<file path="config.mk">
export PLATFORM = sky130hd
export DESIGN_NAME = alu_seq_ctrl
export DESIGN_NICKNAME = d
export VERILOG_FILES = /design/src/rtl/alu_seq_pkg.sv /design/src/rtl/alu_seq_ctrl_decode.sv /design/src/rtl/alu_seq_ctrl.sv
export SDC_FILE = /design/constraint.sdc
export NUM_CORES = 1
export LEC_CHECK = 0
export CORE_MARGIN = 2
export CORE_UTILIZATION = 61
export CTS_CLUSTER_SIZE = 8
export DETAILED_ROUTE_END_ITERATION = 7
export DONT_BUFFER_PORTS = 1
export GPL_TIMING_DRIVEN = 0
export HOLD_SLACK_MARGIN = 0.08
export PLACE_DENSITY = 0.77
export SLEW_MARGIN = 5
export SYNTH_ARGS = -nofsm -noshare
export SYNTH_HDL_FRONTEND = slang
export SYNTH_SLANG_ARGS = --single-unit
</file>
<file path="constraint.sdc">
create_clock -name clk_i -period 1.95 [get_ports clk_i]
set_clock_uncertainty 0.05 [all_clocks]
set_input_delay 0.39 -clock clk_i [delete_from_list [all_inputs] [get_ports clk_i]]
set_output_delay 0.39 -clock clk_i [all_outputs]
set_load 0.01 [all_outputs]
</file>
<file path="src/rtl/alu_seq_pkg.sv">
// Shared types and constants for the alu_seq_ctrl sequencer.
// Contents:
//   state_e      - sequencer FSM states
//   instr_cls_e  - decoded instruction class, selects the EXEC/MEM path
//   OP_*         - 4-bit opcodes carried in IR[7:4]
//   ALU_SRC_*    - operand select encodings
//   ALU_OP_*     - ALU operation encodings
package alu_seq_pkg;

    typedef enum logic [2:0] {
        StIdle,
        StFetch,
        StDecode,
        StExec,
        StMem,
        StWb,
        StHalt
    } state_e;

    typedef enum logic [2:0] {
        ClsAlu,
        ClsSrl,
        ClsBeq,
        ClsLoad,
        ClsStore,
        ClsHalt,
        ClsIllegal
    } instr_cls_e;

    localparam logic [3:0] OP_ADD  = 4'd0;
    localparam logic [3:0] OP_SUB  = 4'd1;
    localparam logic [3:0] OP_AND  = 4'd2;
    localparam logic [3:0] OP_OR   = 4'd3;
    localparam logic [3:0] OP_SRL  = 4'd4;
    localparam logic [3:0] OP_ADDI = 4'd5;
    localparam logic [3:0] OP_LW   = 4'd6;
    localparam logic [3:0] OP_SW   = 4'd7;
    localparam logic [3:0] OP_BEQ  = 4'd8;
    localparam logic [3:0] OP_HALT = 4'd9;

    localparam logic [1:0] ALU_SRC_REG = 2'b00;  // rs1 / rs2
    localparam logic [1:0] ALU_SRC_ACC = 2'b01;  // accbuf / shamt
    localparam logic [1:0] ALU_SRC_IMM = 2'b10;  // rs1 / imm8
    localparam logic [1:0] ALU_SRC_OFS = 2'b11;  // rs2 / offset5

    localparam logic [2:0] ALU_OP_ADD = 3'b000;
    localparam logic [2:0] ALU_OP_SUB = 3'b001;
    localparam logic [2:0] ALU_OP_AND = 3'b010;
    localparam logic [2:0] ALU_OP_OR  = 3'b011;
    localparam logic [2:0] ALU_OP_SRL = 3'b100;

endpackage

</file>
<file path="src/rtl/alu_seq_ctrl_decode.sv">
// Combinational opcode decoder for alu_seq_ctrl.
// Ports:
//   opcode_i   - IR[7:4]
//   alu_src_o  - operand select for this opcode
//   alu_op_o   - ALU operation for this opcode
//   cls_o      - instruction class steering the sequencer
module alu_seq_ctrl_decode
    import alu_seq_pkg::*;
(
    input  logic [3:0]  opcode_i,
    output logic [1:0]  alu_src_o,
    output logic [2:0]  alu_op_o,
    output instr_cls_e  cls_o
);

    always_comb begin
        alu_src_o = ALU_SRC_REG;
        alu_op_o  = ALU_OP_ADD;
        cls_o     = ClsIllegal;
        unique case (opcode_i)
            OP_ADD:  begin alu_op_o = ALU_OP_ADD; cls_o = ClsAlu; end
            OP_SUB:  begin alu_op_o = ALU_OP_SUB; cls_o = ClsAlu; end
            OP_AND:  begin alu_op_o = ALU_OP_AND; cls_o = ClsAlu; end
            OP_OR:   begin alu_op_o = ALU_OP_OR;  cls_o = ClsAlu; end
            OP_SRL:  begin alu_src_o = ALU_SRC_ACC; alu_op_o = ALU_OP_SRL; cls_o = ClsSrl; end
            OP_ADDI: begin alu_src_o = ALU_SRC_IMM; alu_op_o = ALU_OP_ADD; cls_o = ClsAlu; end
            OP_LW:   begin alu_src_o = ALU_SRC_OFS; alu_op_o = ALU_OP_ADD; cls_o = ClsLoad; end
            OP_SW:   begin alu_src_o = ALU_SRC_OFS; alu_op_o = ALU_OP_ADD; cls_o = ClsStore; end
            // Compare by subtraction; the ALU zero flag resolves the branch.
            OP_BEQ:  begin alu_op_o = ALU_OP_SUB; cls_o = ClsBeq; end
            OP_HALT: cls_o = ClsHalt;
            default: cls_o = ClsIllegal;
        endcase
    end

endmodule

</file>
<file path="src/rtl/alu_seq_ctrl.sv">
// Multi-cycle control sequencer for the 8-bit datapath.
// Fetches a 16-bit instruction over a valid/ready handshake, decodes IR[7:4] and steps
// IDLE -> FETCH -> DECODE -> EXEC -> (MEM) -> (WB) -> FETCH, driving one phase per cycle.
// Ports:
//   clk_i, rst_ni              - clock, asynchronous active-low reset
//   start_i                    - leave IDLE (level)
//   instr_valid_i, instr_i     - instruction memory data; instr_req_o requests it
//   pc_inc_o, ir_load_o        - single-cycle pulses on the fetch handshake
//   alu_src_o, alu_op_o        - registered operand select / ALU op, updated leaving DECODE
//   acc_load_o, reg_write_o    - accumulator-buffer load / register-file write pulses
//   mem_req_o, mem_we_o        - data memory request (level) and store qualifier
//   mem_ready_i                - data memory done
//   zero_flag_i, branch_take_o - ALU zero result / branch load pulse
//   busy_o, halted_o, fault_o  - status; fault_o is sticky on memory timeout
// Optional: define ALU_SEQ_ILLEGAL_TRAP_EN to trap illegal opcodes into HALT and expose the
// sticky illegal_op_o port; otherwise illegal opcodes are NOPs.
module alu_seq_ctrl
    import alu_seq_pkg::*;
#(
    parameter int unsigned MEM_TIMEOUT    = 15,
    parameter bit          START_ON_RESET = 1'b1
) (
    input  logic        clk_i,
    input  logic        rst_ni,
    input  logic        start_i,
    input  logic        instr_valid_i,
    input  logic [15:0] instr_i,
    output logic        instr_req_o,
    output logic        pc_inc_o,
    output logic        ir_load_o,
    output logic [1:0]  alu_src_o,
    output logic [2:0]  alu_op_o,
    output logic        acc_load_o,
    output logic        reg_write_o,
    output logic        mem_req_o,
    output logic        mem_we_o,
    input  logic        mem_ready_i,
    input  logic        zero_flag_i,
    output logic        branch_take_o,
    output logic        busy_o,
    output logic        halted_o,
    output logic        fault_o
`ifdef ALU_SEQ_ILLEGAL_TRAP_EN
    ,
    output logic        illegal_op_o
`endif
);

    localparam logic [3:0] TimeoutLast = 4'(MEM_TIMEOUT - 1);

    state_e     state_q;
    instr_cls_e cls_q;
    logic [15:0] ir_q;
    logic [1:0]  alu_src_q;
    logic [2:0]  alu_op_q;
    logic [3:0]  tmo_cnt_q;
    logic        fault_q;
    logic        auto_started_q;
`ifdef ALU_SEQ_ILLEGAL_TRAP_EN
    logic        illegal_q;
`endif

    logic [1:0]  dec_src;
    logic [2:0]  dec_op;
    instr_cls_e  dec_cls;

    // Only the opcode nibble steers sequencing; the rest of IR feeds the datapath.
    logic unused_ir;
    assign unused_ir = ^{ir_q[15:8], ir_q[3:0]};

    alu_seq_ctrl_decode u_decode (
        .opcode_i  (ir_q[7:4]),
        .alu_src_o (dec_src),
        .alu_op_o  (dec_op),
        .cls_o     (dec_cls)
    );

    always_ff @(posedge clk_i or negedge rst_ni) begin
        if (!rst_ni) begin
            state_q        <= StIdle;
            cls_q          <= ClsAlu;
            ir_q           <= '0;
            alu_src_q      <= ALU_SRC_REG;
            alu_op_q       <= ALU_OP_ADD;
            tmo_cnt_q      <= '0;
            fault_q        <= 1'b0;
            auto_started_q <= 1'b0;
`ifdef ALU_SEQ_ILLEGAL_TRAP_EN
            illegal_q      <= 1'b0;
`endif
        end else begin
            // Auto-start fires only on the first cycle after reset release.
            auto_started_q <= 1'b1;
            unique case (state_q)
                StIdle: begin
                    if (start_i || (START_ON_RESET && !auto_started_q)) state_q <= StFetch;
                end
                StFetch: begin
                    if (instr_valid_i) begin
                        ir_q    <= instr_i;
                        state_q <= StDecode;
                    end
                end
                StDecode: begin
                    if (dec_cls == ClsHalt) begin
                        state_q <= StHalt;
                    end else if (dec_cls == ClsIllegal) begin
`ifdef ALU_SEQ_ILLEGAL_TRAP_EN
                        illegal_q <= 1'b1;
                        state_q   <= StHalt;
`else
                        state_q   <= StFetch;
`endif
                    end else begin
                        // Select changes only here, on the DECODE -> EXEC transition.
                        alu_src_q <= dec_src;
                        alu_op_q  <= dec_op;
                        cls_q     <= dec_cls;
                        state_q   <= StExec;
                    end
                end
                StExec: begin
                    tmo_cnt_q <= '0;
                    if (cls_q == ClsLoad || cls_q == ClsStore) state_q <= StMem;
                    else if (cls_q == ClsAlu)                  state_q <= StWb;
                    else                                       state_q <= StFetch;
                end
                StMem: begin
                    // A ready arriving on the last allowed cycle still completes normally.
                    if (mem_ready_i) begin
                        tmo_cnt_q <= '0;
                        state_q   <= (cls_q == ClsLoad) ? StWb : StFetch;
                    end else if (tmo_cnt_q == TimeoutLast) begin
                        fault_q <= 1'b1;
                        state_q <= StHalt;
                    end else begin
                        tmo_cnt_q <= tmo_cnt_q + 4'd1;
                    end
                end
                StWb:    state_q <= StFetch;
                StHalt:  state_q <= StHalt;
                default: state_q <= StIdle;
            endcase
        end
    end

    always_comb begin
        instr_req_o   = (state_q == StFetch);
        ir_load_o     = (state_q == StFetch) && instr_valid_i;
        pc_inc_o      = (state_q == StFetch) && instr_valid_i;
        acc_load_o    = (state_q == StExec) && (cls_q == ClsSrl);
        branch_take_o = (state_q == StExec) && (cls_q == ClsBeq) && zero_flag_i;
        reg_write_o   = (state_q == StWb);
        mem_req_o     = (state_q == StMem);
        mem_we_o      = (state_q == StMem) && (cls_q == ClsStore);
        busy_o        = (state_q != StIdle) && (state_q != StHalt);
        halted_o      = (state_q == StHalt);
        fault_o       = fault_q;
        alu_src_o     = alu_src_q;
        alu_op_o      = alu_op_q;
    end

`ifdef ALU_SEQ_ILLEGAL_TRAP_EN
    assign illegal_op_o = illegal_q;
`endif

endmodule

</file>
==> results.toml, run 1 <==
[run_status]
outcome = "completed"

[clock_tree]
htreeDepth = 1
clockBufferDepth = 2
clock_latency_ns = 0.31
cts_buffers = 3
cts_tree = "yes"
cts-root-buf = "clkbuf_4"
clk_pin_slew_ns = 0.12
clkSinkCount = 21

[sta]
drv_slew = 0
worst_pin_slew_ns = 0.937
relSlewSlack_pct = 37.3
max_freq_mhz = 520
hold_viol_final = 0
period_share_pct = 98.6
setup_viol = 0
min_period_ns = 1.92
whs_ns = 0.110
fin_tns_setup_ns = 0
rsz0062_at_grt = "true"

[grt]
track_usage_pct = 24.8
grt_pass1_wl_um = 4610
grtUsageMet2_pct = 36.9
overflow = 0
use_met1_pct = 37.2
antenna_found_initial = 0
busiest_layer = "met1"
grt_use_met3_pct = 4.91
grt_pass1_vias = 987
grt_max_degree = 22

[layout]
fin_nets = 174
multi_input_area_um2 = 694
final.fill_count = 155
n_antenna_cell = 0
fin_cells = 176
seq_area_um2 = 528
drive_above_1_share_pct = 15.4
syn2layout_area_growth_pct = 11.4
design_area_um2 = 1380

[pwr]
power_frac_comb_pct = 6.5
ir_drop_uv = 495
power_frac_seq_pct = 63.0
power_switching_w = 0.000177
swShare_pct = 25.0
power_density_nw_per_um2 = 513
internal_power_w = 0.000531
p_leak_nw = 0.637
clkPwrFrac_pct = 30.5

[placed_design]
gp_congestion = 0.807
placed_area_um2 = 1270
numPlacedInstances = 170
dp_hpwl_um = 1890
io_buffers = 0

[critical_path]
reg2reg_from = "state_q[2]"
required_ns = 1.51
critPathLaunchType = "flip-flop"
r2r-end = "state_q[1]"
crit_type = "flip-flop to output pin"
crit_arrival_ns = 1.48
end_kind = "output pin"
cp_max_fo = 8
rrSetupSlack_ns = 0.23
rr_worst_depth = 5

[logic_synthesis]
yosysTopAreaCellShare_pct = 42.4
synth.area.top_cells = "dfrtp_1 42%, o21ai_0 4.8%, nand2_1 4.2%, nor2_1 4.2%, a21oi_1 3.6%"
ys_seq_area_share_pct = 42.4
postSynthAreaPerCell_um2 = 8.66
syn-cell-area_um2 = 1240
yosysTopAreaCell = "dfrtp_1"
synthFlopType = "dfrtp_1"
ys_warn_count = 0
synth_edf_count = 0
synth_common_cells = "21 x dfrtp_1, 14 x nand2_1, 14 x nor2_1, 12 x o21ai_0, 10 x inv_1"
synth_nets = 167
ys_ff_latch = 21
yosys.cell_types.count = 44
synthArstFlopShare_pct = 100
syn_inst = 143
synth_most_common_cell = "dfrtp_1"

[floorplanning]
fp.dieArea_um2 = 2410
io_pins = 38
fp-row-count = 16
die_w_um = 49.1
core_area_um2 = 1940
die_h_um = 49.1
initial_core_util_pct = 63.8

[routing]
post_drt_via_cell_ratio = 6.13
vias = 1079
drt-initial-drc-count = 47
drc_errors = 0
antenna_left = 0
first_pass_iters = 4
wl_um = 2670
wl_per_cell_um = 15.2

[min_path]
min_from = "mem_ready_i"
hold_class = "primary input to flip-flop"
hold_end = "tmo_cnt_q[2]"
min_path_cells = 1

[run]
maxCapViolCount = 0
-- logic make-up (layout without fill, tap and decap cells) --
kind of cell,Yosys count,count (layout),synth area share (%)
XOR/XNOR,1,1,0.707
flip-flops,21,21,42.4
adder cells (fa/ha/maj),2,2,2.02
buffers and inverters,18,24,5.86
AND/OR/NAND/NOR,51,51,21.8
AO/OA/AOI/OAI,46,46,24.2
other,1,1,0.303
multiplexers,3,3,2.63
-- worst max-delay path, cell delays in order, from the launching register on --
cell	delay, ns
dfrtp_1	0.44
nand2b_4	0.18
nor3_4	0.39
buf_6	0.16
-- metal layers --
layer	up-vias	wire length, um
met3	5	131
li1	527	-
met2	43	1160
met4	0	34
met5	-	0
met1	504	1340
-- worst max-delay path by stage --
| stage | start | to | slack, ns | cells after the start |
|---|---|---|---|---|
| after floorplan | state_q[2] | acc_load_o | 0.28 | 3 |
| after global placement | state_q[2] | acc_load_o | 0.17 | 3 |
| after detailed placement | state_q[2] | acc_load_o | 0.16 | 3 |
| after CTS | state_q[2] | acc_load_o | -0.005 | 3 |
| after global routing | state_q[2] | pc_inc_o | -0.04 | 3 |
| final | state_q[2] | pc_inc_o | 0.03 | 3 |
-- layout by cell type (no fill, tap or decap), types with 3 or more instances in the layout --
cell type | synthesis | routed
a21oi_1 | 9 | 9
a31oi_1 | 5 | 5
and3_1 | 3 | 3
clkbuf_1 | 5 | 4
clkbuf_4 | 0 | 3
dfrtp_1 | 21 | 19
inv_1 | 10 | 8
nand2_1 | 14 | 14
nor2_1 | 14 | 13
o21ai_0 | 12 | 12
o31ai_1 | 4 | 4
-- cell type report --
type                            instances  area share (%)
Timing Repair Buffer                    2            1.27
Clock buffer                            3            1.63
Tap cell                               27            2.45
Multi-Input combinational cell        104            50.3
Inverter                               10            2.72
Buffer                                  8            2.99
Sequential cell                        21            38.3
Clock inverter                          1           0.363
-- registers in the layout (all words and copies together), names as in the netlist --
| name | count |
|---|---|
| fault_o | 1 |
| alu_op_o | 3 |
| alu_src_o | 2 |
| auto_started_q | 1 |
| cls_q | 3 |
| state_q | 3 |
| ir_q | 4 |
| tmo_cnt_q | 4 |
-- power groups by stage --
stage	Combinational [W]	Clock, W	Sequential (W)
2_1_floorplan	0.0000287	0	0.000454
3_3_place_gp	0.0000341	0	0.000455
3_5_place_dp	0.0000349	0	0.000455
4_1_cts	0.0000464	0.000214	0.000446
5_1_grt	0.0000536	0.000236	0.000447
6_report	0.0000459	0.000216	0.000446
-- metrics by stage --
step	worst slack, ns	util, %	power [W]
floorplan	0.279	-	0.000482
global placement	0.175	65.5	0.000489
detailed placement	0.158	65.5	0.000490
CTS	-0.00526	69.7	0.000706
global route	-0.0391	71.1	0.000737
finish	0.0278	71.1	0.000709
-- timing repair --
item / in CTS / in global routing
buffers inserted: 0 / 1
hold buffers: 1 / 0
endpoints found under the hold margin: 21 / 0
endpoints found under the setup margin: 3 / 7
pin swaps: 1 / 1
gates resized for setup: 8 / 10
Note: power is estimated with default switching activity, not from simulation.
==> run 2, diff against run 1 <==
==> constraint.sdc (replaced) <==
create_clock -name clk_i -period 1.95 [get_ports clk_i]
set_clock_uncertainty 0.05 [all_clocks]
set_input_delay 0.39 -clock clk_i [delete_from_list [all_inputs] [get_ports clk_i]]
set_output_delay 0.39 -clock clk_i [all_outputs]
set_load 0.005 [all_outputs]
==> run 2 against run 1 <==
- sequential share of layout area is 0.58 points higher
- clock power hardly changed
- via count is 0.83% higher
- critical endpoint is now mem_req_o
==> results.toml, run 2 (synthesis gave the netlist of run 1 again) <==
[critical_path]
critPathLaunchType = "flip-flop"
required_ns = 1.51
critPathBufInv = 2
cp_slowest_stage_delay_ns = 0.42
cp_max_fo = 5
end_kind = "output pin"
crit_type = "flip-flop to output pin"
crit_arrival_ns = 1.45
crit_slowest_cell = "dfrtp_1"
path_cells = "buf_4 -> or3b_1 -> inv_1"
crit_family = "flip-flops"
rrSetupSlack_ns = 0.23

[clock_tree]
htreeDepth = 1
cts_tree = "yes"
clk_pin_slew_ns = 0.12
clock_latency_ns = 0.31
cts_buffers = 3
clockBufferDepth = 2
clkSinkCount = 21
cts-root-buf = "clkbuf_4"

[routing]
antenna_left = 0
post_drt_via_cell_ratio = 6.18
vias = 1088
drc_errors = 0
wl_per_cell_um = 14.8
drt-initial-drc-count = 38
wl_um = 2600
first_pass_iters = 4

[pwr]
power_density_nw_per_um2 = 521
p_leak_nw = 0.636
ir_drop_uv = 489

[layout]
design_area_um2 = 1360
final.fill_count = 164
seq_area_um2 = 527
mostFrequentLayoutCells = "20 x dfrtp_1, 14 x nor2_1, 14 x nand2_1, 12 x o21ai_0, 10 x inv_1"
fin_cells = 176
layout_commonest_cell = "dfrtp_1"
syn2layout_area_growth_pct = 9.49
fin_nets = 174
multi_input_area_um2 = 678
drive_above_1_share_pct = 11.4
largestRegisters = "ir_q: 4 flops, tmo_cnt_q: 4 flops"
n_antenna_cell = 0

[placed_design]
placed_area_um2 = 1270
dp_hpwl_um = 1890
gp_congestion = 0.807
numPlacedInstances = 170
io_buffers = 0

[sta]
period_share_pct = 97.1
drv_slew = 0
min_period_ns = 1.89
fin_tns_setup_ns = 0
max_freq_mhz = 528
relSlewSlack_pct = 35.7
setup_viol = 0
worst_pin_slew_ns = 0.961
hold_viol_final = 0

[grt]
antenna_found_initial = 0
grt_pass1_vias = 975
grt_pass1_wl_um = 4450
overflow = 0
track_usage_pct = 23.7
grt_max_degree = 22

[floorplanning]
core_area_um2 = 1940
initial_core_util_pct = 63.8
io_pins = 38
die_h_um = 49.1
fp.dieArea_um2 = 2410
fp-row-count = 16
die_w_um = 49.1

[run]
maxCapViolCount = 0

[min_path]
hold_class = "primary input to flip-flop"

[run_status]
outcome = "completed"
-- run 2: stage by stage --
| stage | setup slack, ns | hold WS (ns) | total power, W | utilization (%) |
|---|---|---|---|---|
| 6_report | 0.0560 | 0.110 | 0.000706 | 69.8 |
| 3_3_place_gp | 0.324 | 0.0450 | 0.000489 | 65.5 |
| 4_1_cts | -0.0171 | 0.112 | 0.000706 | 68.4 |
| 5_1_grt | -0.00146 | 0.101 | 0.000736 | 69.8 |
| 2_1_floorplan | 0.429 | 0.0444 | 0.000482 | - |
| 3_5_place_dp | 0.294 | 0.0449 | 0.000490 | 65.5 |
-- run 2: metal layers --
metal  vias up  global-route usage, %  routed length [um]
met1       506                   35.8                1230
met4         0                   5.71                  29
met5         -                      0                   0
li1        521                      -                   -
met3         5                   5.21                 212
met2        56                   34.5                1140
-- run 2: final timing paths --
| kind | start | endpoint | cells past startpoint |
|---|---|---|---|
| setup / recovery | state_q[2] | mem_req_o | 3 |
| hold reg to reg | fault_o | fault_o | 1 |
| min in group asynchronous | rst_ni | fault_o | 1 |
| max in group asynchronous | rst_ni | state_q[1] | 1 |
| hold / removal | mem_ready_i | tmo_cnt_q[2] | 1 |
| setup reg to reg | state_q[2] | cls_q[2] | 6 |
-- run 2: area by class of cell --
class | count | area share [%]
multi-input combinational | 104 | 50.0
buffer | 8 | 2.58
clock buffer | 3 | 1.66
tap | 27 | 2.49
timing repair buffer | 2 | 1.29
inverter | 10 | 2.77
sequential | 21 | 38.8
clock inverter | 1 | 0.369
-- run 2: power breakdown --
part | switching, W | leakage (nW) | total [W] | internal (W)
logic | 0.0000324 | 0.367 | 0.0000461 | 0.0000137
registers | 0.00000512 | 0.251 | 0.000446 | 0.000441
clock network | 0.000137 | 0.0177 | 0.000214 | 0.0000767
total | 0.000175 | 0.636 | 0.000706 | 0.000531
-- run 2: repair_timing --
action                                  4_1_cts  5_1_grt
endpoints found under the hold margin        21        0
resized for setup                             3        6
hold buffers                                  1        0
setup buffers                                 0        1
endpoints found under the setup margin        3        6
==> run 3, diff against run 2 <==
--- a/config.mk
+++ b/config.mk
@@ -12,7 +12,7 @@
 export DONT_BUFFER_PORTS = 1
 export GPL_TIMING_DRIVEN = 0
 export HOLD_SLACK_MARGIN = 0.08
-export PLACE_DENSITY = 0.77
+export PLACE_DENSITY_LB_ADDON = 0.05
 export SLEW_MARGIN = 5
 export SYNTH_ARGS = -nofsm -noshare
 export SYNTH_HDL_FRONTEND = slang
==> run 3 against run 2 <==
- sequential power barely moved
- sequential cell count unchanged
- clock power up 3%
- core utilization up 0.90 points
- wire length increased by 8.5%
- cell count up 0.57%
- setup slack gained 0.0083 ns
- critical path type unchanged
- combinational power rose by 0.9%
- final area up 1.3%
==> results.toml, run 3 (synthesis gave the netlist of run 1 again) <==
[critical_path]
path_cells = "or3b_1 -> inv_1"
end_kind = "output pin"
crit_type = "flip-flop to output pin"
crit_arrival_ns = 1.45
cp_max_fo = 7
required_ns = 1.51
rrSetupSlack_ns = 0.22
crit_slowest_cell = "dfrtp_2"
cp_slowest_stage_delay_ns = 0.49
critPathLaunchType = "flip-flop"
worstSetupStartpoint = "state_q[1]"
reg2reg_from = "state_q[2]"

[layout]
final.fill_count = 163
mostFrequentLayoutCells = "19 x dfrtp_1, 14 x nor2_1, 14 x nand2_1, 12 x o21ai_0, 10 x inv_1"
finalCoreUtilization_pct = 70.7
fin_nets = 175
multi_input_area_um2 = 687
syn2layout_area_growth_pct = 10.9
n_antenna_cell = 0
drive_above_1_share_pct = 12.7
fin_cells = 177
layout_commonest_cell = "dfrtp_1"
seq_area_um2 = 528
largestRegisters = "ir_q: 4 flops, tmo_cnt_q: 4 flops"

[sta]
rsz0062_at_grt = "false"
setup_viol = 0
fin_tns_setup_ns = 0
hold_viol_final = 0
max_freq_mhz = 530
whs_ns = 0.0945
drv_slew = 0
period_share_pct = 96.7
worst_pin_slew_ns = 0.955
relSlewSlack_pct = 36.1
min_period_ns = 1.89

[clock_tree]
htreeDepth = 1
clkSinkCount = 21
clock_latency_ns = 0.32
cts-root-buf = "clkbuf_4"
clk_pin_slew_ns = 0.13
clockBufferDepth = 2
cts_tree = "yes"
cts_buffers = 3

[routing]
first_pass_iters = 4
wl_um = 2820
antenna_left = 0
drt-initial-drc-count = 28
drc_errors = 0
post_drt_via_cell_ratio = 6.12
wl_per_cell_um = 16.0
vias = 1083

[placed_design]
numPlacedInstances = 170
io_buffers = 0
gp_congestion = 0.902
dp_hpwl_um = 1950

[pwr]
ir_drop_uv = 451
power_density_nw_per_um2 = 519
p_leak_nw = 0.639
p_total_w = 0.000713

[min_path]
min_from = "mem_ready_i"
hold_class = "primary input to flip-flop"

[grt]
antenna_found_initial = 0
overflow = 0
grt_max_degree = 22
grt_pass1_wl_um = 4760
track_usage_pct = 25.2
grt_pass1_vias = 997

[floorplanning]
io_pins = 38
die_h_um = 49.1
core_area_um2 = 1940
fp-row-count = 16
die_w_um = 49.1
initial_core_util_pct = 63.8
fp.dieArea_um2 = 2410

[run]
maxCapViolCount = 0

[run_status]
outcome = "completed"
[run 3: changes by cell type in the layout (fill, tap and decap cells not counted), sizes merged]
cell	before	now
clkbuf	7	8
[run 3: final timing paths]
check / end / cells after the start
min in group asynchronous: tmo_cnt_q[3] / 1
max reg2reg: cls_q[2] / 6
min reg2reg: alu_op_o[1] / 1
min: tmo_cnt_q[3] / 1
max in group asynchronous: state_q[1] / 1
max: mem_req_o / 2
[run 3: cell type report]
cell class	count	share of cell area (%)
Sequential cell	21	38.4
Buffer	8	2.55
Clock buffer	3	1.64
Multi-Input combinational cell	104	50.0
Tap cell	27	2.46
Clock inverter	1	0.364
Timing Repair Buffer	3	1.82
Inverter	10	2.73
[run 3: routing by layer]
layer	share of wire, %	vias to the layer above	GRT usage [%]
li1	-	526	-
met1	45	505	38.0
met2	48	48	37.4
met3	6.6	4	4.91
met5	0	-	0
met4	0.60	0	6.19
[run 3: timing repair]
action | CTS | global route
hold buffers | 1 | 0
endpoints found under the hold margin | 21 | 0
gates resized for setup | 6 | 4
setup endpoints to repair | 3 | 5
setup buffers | 0 | 2
[run 3: worst max-delay path, delay by kind of cell, from the launching register on]
family	cells	cell delay, ns
buffers and inverters	1	0.18
flip-flops	1	0.49
AND/OR/NAND/NOR	1	0.45
[run 3: power breakdown]
part	internal, W	leakage, nW	switching, W
Combinational	0.0000137	0.372	0.0000328
Sequential	0.000441	0.250	0.00000566
Clock	0.0000767	0.0177	0.000143
[run 3: stage by stage]
| stage | instance area (um2) | setup WS (ns) |
|---|---|---|
| after global routing | 1370 | 0.00789 |
| after CTS | 1340 | -0.00150 |
| after global placement | 1270 | 0.311 |
| after floorplan | 1240 | 0.429 |
| after detailed placement | 1270 | 0.284 |
| final | 1370 | 0.0643 |
